<file path="src/rtl/logic_pattern_gen.sv">
// rtl/logic_pattern_gen.sv - multi-mode logic pattern generator with rate divider and burst control
module logic_pattern_gen #(
   parameter int                       SAMP_CHANNELS = 8,
   parameter int                       DIV_WIDTH     = 16,
   parameter int                       LEN_WIDTH     = 16,
   parameter logic [SAMP_CHANNELS-1:0] LFSR_TAPS     = SAMP_CHANNELS'(8'hB8)
) (
   input  logic                     clk_i,
   input  logic                     rst_i,
   input  logic                     start_i,
   input  logic                     stop_i,
   input  logic [1:0]               mode_i,
   input  logic [DIV_WIDTH-1:0]     div_i,
   input  logic [LEN_WIDTH-1:0]     len_i,
   output logic [SAMP_CHANNELS-1:0] data_o,
   output logic                     strobe_o,
   output logic                     busy_o,
   output logic                     done_o
);

   typedef enum logic {ST_IDLE, ST_RUN} state_t;

   state_t                   state_q, state_d;
   logic [SAMP_CHANNELS-1:0] data_q, data_d;
   logic [SAMP_CHANNELS-1:0] gray_q, gray_d;
   logic                     strobe_q, strobe_d;
   logic                     done_q, done_d;
   logic [1:0]               mode_q, mode_d;
   logic [DIV_WIDTH-1:0]     div_q, div_d;
   logic [DIV_WIDTH-1:0]     presc_q, presc_d;
   logic [LEN_WIDTH-1:0]     len_q, len_d;
   logic [LEN_WIDTH-1:0]     cnt_q, cnt_d;

   logic [SAMP_CHANNELS-1:0] seed;
   logic [SAMP_CHANNELS-1:0] step_data;
   logic [SAMP_CHANNELS-1:0] step_gray;

   assign data_o   = data_q;
   assign strobe_o = strobe_q;
   assign busy_o   = (state_q == ST_RUN);
   assign done_o   = done_q;

   // Seed for the pattern requested at start (uses the live mode input, not the latched one)
   always_comb begin
      seed = '0;
      case (mode_i)
         2'd1:    seed = SAMP_CHANNELS'(1);
         2'd2:    seed = '1;
         default: seed = '0;
      endcase
   end

   // Next pattern value for one step in the latched mode; Gray mode steps its hidden binary counter
   always_comb begin
      step_data = data_q;
      step_gray = gray_q;
      case (mode_q)
         2'd0:    step_data = data_q + 1'b1;
         2'd1:    step_data = {data_q[SAMP_CHANNELS-2:0], data_q[SAMP_CHANNELS-1]};
         2'd2:    step_data = data_q[0] ? ((data_q >> 1) ^ LFSR_TAPS) : (data_q >> 1);
         default: begin
            step_gray = gray_q + 1'b1;
            step_data = step_gray ^ (step_gray >> 1);
         end
      endcase
   end

   // Burst FSM: start loads seed, prescaler paces steps, length or stop ends the burst
   always_comb begin
      state_d  = state_q;
      data_d   = data_q;
      gray_d   = gray_q;
      strobe_d = 1'b0;
      done_d   = 1'b0;
      mode_d   = mode_q;
      div_d    = div_q;
      len_d    = len_q;
      presc_d  = presc_q;
      cnt_d    = cnt_q;
      case (state_q)
         ST_IDLE: begin
            if (start_i) begin
               state_d  = ST_RUN;
               mode_d   = mode_i;
               div_d    = div_i;
               len_d    = len_i;
               data_d   = seed;
               gray_d   = '0;
               strobe_d = 1'b1;
               cnt_d    = LEN_WIDTH'(1);
               presc_d  = '0;
            end
         end
         default: begin
            // stop wins over a due step; the final sample of a finite burst ends it too
            if (stop_i || ((len_q != '0) && (cnt_q == len_q))) begin
               state_d = ST_IDLE;
               done_d  = 1'b1;
            end else if (presc_q == div_q) begin
               presc_d  = '0;
               data_d   = step_data;
               gray_d   = step_gray;
               strobe_d = 1'b1;
               if (cnt_q != '1) begin
                  cnt_d = cnt_q + 1'b1;
               end
            end else begin
               presc_d = presc_q + 1'b1;
            end
         end
      endcase
   end

   // State register with asynchronous clear
   always_ff @(posedge clk_i or posedge rst_i) begin
      if (rst_i) begin
         state_q  <= ST_IDLE;
         data_q   <= '0;
         gray_q   <= '0;
         strobe_q <= 1'b0;
         done_q   <= 1'b0;
         mode_q   <= '0;
         div_q    <= '0;
         len_q    <= '0;
         presc_q  <= '0;
         cnt_q    <= '0;
      end else begin
         state_q  <= state_d;
         data_q   <= data_d;
         gray_q   <= gray_d;
         strobe_q <= strobe_d;
         done_q   <= done_d;
         mode_q   <= mode_d;
         div_q    <= div_d;
         len_q    <= len_d;
         presc_q  <= presc_d;
         cnt_q    <= cnt_d;
      end
   end

endmodule

</file>
<file path="config.mk">
export PLATFORM = sky130hd
export DESIGN_NAME = logic_pattern_gen
export DESIGN_NICKNAME = d
export VERILOG_FILES = /design/src/rtl/logic_pattern_gen.sv
export SDC_FILE = /design/constraint.sdc
export NUM_CORES = 1
export LEC_CHECK = 0
export CAP_MARGIN = 10
export CORE_MARGIN = 2
export CORE_UTILIZATION = 45
export CTS_CLUSTER_DIAMETER = 200
export DETAILED_ROUTE_END_ITERATION = 12
export PLACE_DENSITY = 0.64
export SETUP_SLACK_MARGIN = 0.02
export SLEW_MARGIN = 25
export SYNTH_ARGS = -nofsm -noshare
export SYNTH_HDL_FRONTEND = slang
export SYNTH_SLANG_ARGS = --single-unit
</file>
<file path="constraint.sdc">
create_clock -name clk_i -period 8.35 [get_ports clk_i]
set_input_delay 2.505 -clock clk_i [delete_from_list [all_inputs] [get_ports clk_i]]
set_output_delay 2.505 -clock clk_i [all_outputs]
set_load 0.005 [all_outputs]
</file>
Yosys cells after proc, flatten, opt, wreduce, memory -nomap -nowiden
Index checks and enable logic that the tools add are counted.
{"block": "totals", "out_inout_bits": 11, "input_bits": 38, "regBits": 85}
{"block": "classes", "n_eq_ne": 11, "bitwise_logic": 3, "mux": 29, "n_reduce_logical": 11, "addsub": 4}
{"op": "16-bit two-way mux", "n": 9}
{"op": "8-bit two-way mux", "n": 10}
{"op": "16-bit by 1-bit adder with 16-bit output (second input constant)", "n": 2}
{"op": "16-bit == test", "n": 2}
{"op": "8-bit case mux with 3 select lines", "n": 1}
{"op": "8-bit by 1-bit adder with 8-bit output (second input constant)", "n": 2}
{"op": "16-bit inequality test (second input constant)", "n": 1}
{"op": "8-bit case mux with 2 select lines", "n": 1}
{"op": "16-bit nonzero test", "n": 1}
{"op": "1-bit two-way mux", "n": 8}
{"op": "4-bit AND reduction", "n": 2}
{"op": "8-bit by 7-bit bitwise XOR with 8-bit output", "n": 1}
{"op": "2-bit by 1-bit == test with 1-bit output (second input constant)", "n": 2}
{"op": "2-bit == test (second input constant)", "n": 2}
{"op": "2-bit by 1-bit inequality test with 1-bit output (second input constant)", "n": 2}
{"op": "2-bit inequality test (second input constant)", "n": 2}
{"op": "3-bit NOT with 4-bit output", "n": 1}
{"op": "2-bit AND reduction", "n": 2}
{"op": "3-bit AND reduction", "n": 1}
{"op": "3-bit OR reduction", "n": 1}
{"op": "2-bit zero test", "n": 1}
{"op": "2-bit nonzero test", "n": 1}
{"op": "1-bit logical AND", "n": 1}
{"op": "1-bit logical OR", "n": 1}
{"op": "1-bit NOT", "n": 1}

Logic depth before layout (Yosys ltp)
{"block": "depth", "depth_word": 6, "ltp_mapped": 9, "mapped_depth_nobuf": 7}

Worst setup path after synthesis
OpenSTA, ideal clock, no wires.
{"block": "synth_timing", "path_kind": "input-to-reg", "from": "in start_i", "to": "reg cnt_q[3]", "arrival_time_ns": 3.729, "cell_stages": 7, "required_time_ns": 8.213, "setup_slack_ns": 4.484, "path_buffers": 2, "setup_ns": 0.137, "cell_sequence": "nor2b_1 > clkbuf_1 > o311ai_4 > inv_4 > buf_6 > a41oi_2 > a31oi_1"}
{"block": "synth_via", "elab_chain_len": 2}
{"element": "from (decl)", "line": "10", "source": "input logic start_i,"}
{"element": "2-bit nonzero test (no line)"}
{"element": "4-bit AND reduction (no line)"}
{"element": "to (signal assigned)", "line": "137", "source": "cnt_q <= cnt_d;"}
{"element": "to (decl)", "line": "32", "source": "logic [LEN_WIDTH-1:0] cnt_q, cnt_d;"}
Every way passes these cells.
A chain may end at the register's enable or synchronous reset.

Final worst setup path
{"block": "layout_timing", "from": "in start_i", "to": "reg presc_q[4]"}
{"block": "layout_via", "elab_chain_len": 2}
{"element": "2-bit nonzero test (no line)"}
{"element": "2-bit AND reduction (no line)"}
{"element": "to (signal assigned)", "line": "136", "source": "presc_q <= presc_d;"}
{"element": "to (decl)", "line": "30", "source": "logic [DIV_WIDTH-1:0] presc_q, presc_d;"}
Every way passes these cells.

==> reports/metrics.csv <==
stage,metric,value,unit
run_status,outcome,completed,
global_route,antenna_found_initial,0,
floorplanning,io_pins,49,
global_route,grt_use_total,20.5,%
setup_path,startpoint,start_i,
synthesis,synth.most_common_cell,nand2_1,
power_and_ir_drop,power.switching,442,uW
setup_path,critPathSlowestCell,o31ai_2,
global_route,grt_pass1_wl,19.0,mm
timing,setup_violations,0,
setup_path,path_cells,clkdlybuf4s50_1 -> nor2b_2 -> buf_4 -> o31ai_2 -> inv_1 -> a21bo_2 -> o31ai_1,
clocking,root_buffer,clkbuf_8,
clocking,cts_buffer_depth,2,
setup_path,cpLargestDelayFamily,compound AO/OA/AOI/OAI gates,
synthesis,ys_top_cells_by_area,"dfrtp_1, nand2_1, xnor2_1, xor2_1, o21ai_0",
synthesis,synthDistinctLibCells,61,
synthesis,ys_warn_count,0,
drt,routed.top_layer,met4,
floorplanning,die_area,11700,um^2
finish,num_antenna_cells,0,
global_route,grt_pass1_vias,3928,
clocking,cts_htree_levels,3,
synthesis,synth_top_area_share,43.5,%
synthesis,synth_top_cell_by_area,dfrtp_1,
timing,tightestPinTransition,1.00,ns
power_and_ir_drop,static-leakage-power,2.49,nW
setup_path,slowest_delay,0.89,ns
drt,wl_per_cell,15.3,um
finish,final_area,5730,um^2
worst_hold_path,min-delay-start,div_q[6],
place,gp_congestion,0.811,
setup_path,cp.required,8.61,ns
synthesis,netlist_area,4890,um^2
power_and_ir_drop,clkPwrFrac,28.4,%
power_and_ir_drop,pwr-share-seq,44.2,%
timing,slew_headroom,32.8,%
synthesis,yosys-top-cells-count,"nand2_1, dfrtp_1, xnor2_1",
power_and_ir_drop,p_comb_share,27.4,%
floorplanning,core,10700,um^2
drt,drtPass1Iterations,6,
floorplanning,start_util,45.7,%
timing,fmax,0.221,GHz
clocking,path_clk_slew,0.09,ns
drt,ant_nets,0,
synthesis,synth_seq_area_share,43.5,%
timing,rsz0062_at_grt,false,
setup_path,cp.arrival,4.78,ns
setup_path,reg2reg_from,busy_o,
finish,final_layout_size_suffix_gt1_share,6.75,%
place,io_buffer_count,48,
synthesis,synth_edf_count,0,
timing,clock_skew,0.0100,ns
clocking,ctsResizeCount,0,
worst_hold_path,worst_hold_path_type,reg2reg,
drt,vias,4121,
clocking,cts_buffers,9,
drt,wl_met3,506,um
timing,finalCritPeriodShare,54.1,%
global_route,grt.overflow.total,0,
clocking,clkSinkCount,85,
setup_path,critPathBufInv,3,
drt,drc,0,
power_and_ir_drop,max-vdd-ir-drop,0.000123,V
finish,area_growth,17.1,%
synthesis,avgSynthCellArea,8.88,um^2
synthesis,ys.flop_type,dfrtp_1,
drt,m1WireLength,5.27,mm
global_route,grt_max_degree,86,
synthesis,syn-num-nets,594,
floorplanning,die_w,108,um
clocking,post_cts_buffers,0,
place,hpwl,7.86,mm
floorplanning,rows,38,
setup_path,worst-path-max-fanout,35,
synthesis,async_reset_ff_share,100,%
synthesis,synth-seq-cells,85,
power_and_ir_drop,switching_share,32.9,%
flow_run,maxCapViolCount,0,
setup_path,startpoint_type,primary input,
timing,hold_viol,0,
drt,wl_met2,5.19,mm
timing,fin_setup_tns,0,ns
setup_path,path_class,in2reg,
synthesis,synthCells,551,
power_and_ir_drop,p_per_area,235,nW/um^2
drt,via_per_inst,5.62,
drt,wirelength,11.2,mm
place,dpl_cell_area,5450,um^2
floorplanning,dieHeight,108,um
clocking,cts_tree,yes,
drt,first_iter_violations,272,
clocking,clk_latency,0.36,ns
setup_path,end_kind,flop,
timing,maxSlewViolCount,0,
finish,nets,632,
power_and_ir_drop,p_int,903,uW
timing,layout_min_cycle_time,4.52,ns
clocking,ctsHoldBuffers,0,
[state kept, by name, indices dropped and copies added, names as in the netlist]
register / flops
busy_o: 1
presc_q: 16
strobe_o: 1
mode_q: 2
div_q: 16
len_q: 16
cnt_q: 16
data_o: 8
done_o: 1
gray_q: 8
[tightest hold or removal path: stages, from the launching register on]
cell	delay, ns
dfrtp_1	0.37
nand2_1	0.06
nand2_1	0.05
[stage by stage]
stage | utilization [%] | hold WS (ns) | power (mW) | cells | setup WS [ns]
after floorplan | - | 0.467 | 0.842 | 551 | 3.65
after global placement | 50.9 | 0.487 | 0.957 | 716 | 3.32
after detailed placement | 51.0 | 0.489 | 0.968 | 717 | 3.26
after CTS | 53.4 | 0.509 | 1.35 | 732 | 3.66
after global routing | 53.6 | 0.532 | 1.43 | 733 | 3.65
final | 53.6 | 0.503 | 1.35 | 733 | 3.83
[cell usage in the layout, fill, tap and decap left out, types with 3 or more instances in the layout]
cell               n
nor4_1            15
nor2b_1            3
nand2_1          139
o21ai_1            7
a211oi_1           4
and3_1            13
ha_1               5
o21a_1             3
a41oi_2            4
o21ai_0           26
xor2_1            23
dfrtp_1           85
clkbuf_8          10
nand4_1            8
o41ai_1            4
and2_1             3
nor3_1             8
xnor2_1           28
nor2_1            25
o31ai_1           11
a21oi_1           12
o2bb2ai_1          4
clkdlybuf4s50_1   48
inv_1             11
bufinv_16          4
nand2b_1           7
buf_4              3
a31oi_1           10
nand3_1           18
o22a_1             5
a21o_1             3
[power by group through the flow]
stage	combinational (mW)	clock, mW	sequential, mW
floorplan	0.286	0	0.556
global placement	0.357	0	0.600
detailed placement	0.366	0	0.602
CTS	0.370	0.389	0.594
global route	0.414	0.406	0.607
finish	0.369	0.382	0.595
[final timing paths]
check / endpoint / slack, ns / cells after the start
worst max-delay path: presc_q[4] / 3.83 / 7
worst min-delay path: div_q[6] / 0.50 / 2
worst max register to register: presc_q[4] / 5.23 / 9
worst min register to register: div_q[6] / 0.50 / 2
max in group asynchronous: div_q[1] / 5.15 / 3
min in group asynchronous: done_o / 2.65 / 3
[per-layer routing]
metal,track usage (%),vias up
li1,-,2023
met1,28.3,1971
met2,32.3,111
met3,2.47,16
met4,9.34,0
met5,0,-
[kinds of logic (layout without fill, tap and decap cells)]
group	after synthesis	count (layout)	synth area share, %
compound gates	115	115	17.4
xor+xnor	51	51	9.13
fa+ha+maj	5	5	1.28
buf+inv	41	83	3.91
flops	85	85	43.5
mux	4	4	1.36
simple gates	250	250	23.4
[cell type report]
type / instances / area (um^2)
clock buffer: 11 / 141
clock inverter: 4 / 120
fill: 1003 / 4970
inverter: 14 / 56.3
multi-input combinational: 425 / 2570
sequential: 85 / 2130
tap: 140 / 175
timing repair buffer: 54 / 534
(Power assumes the default switching activity.)
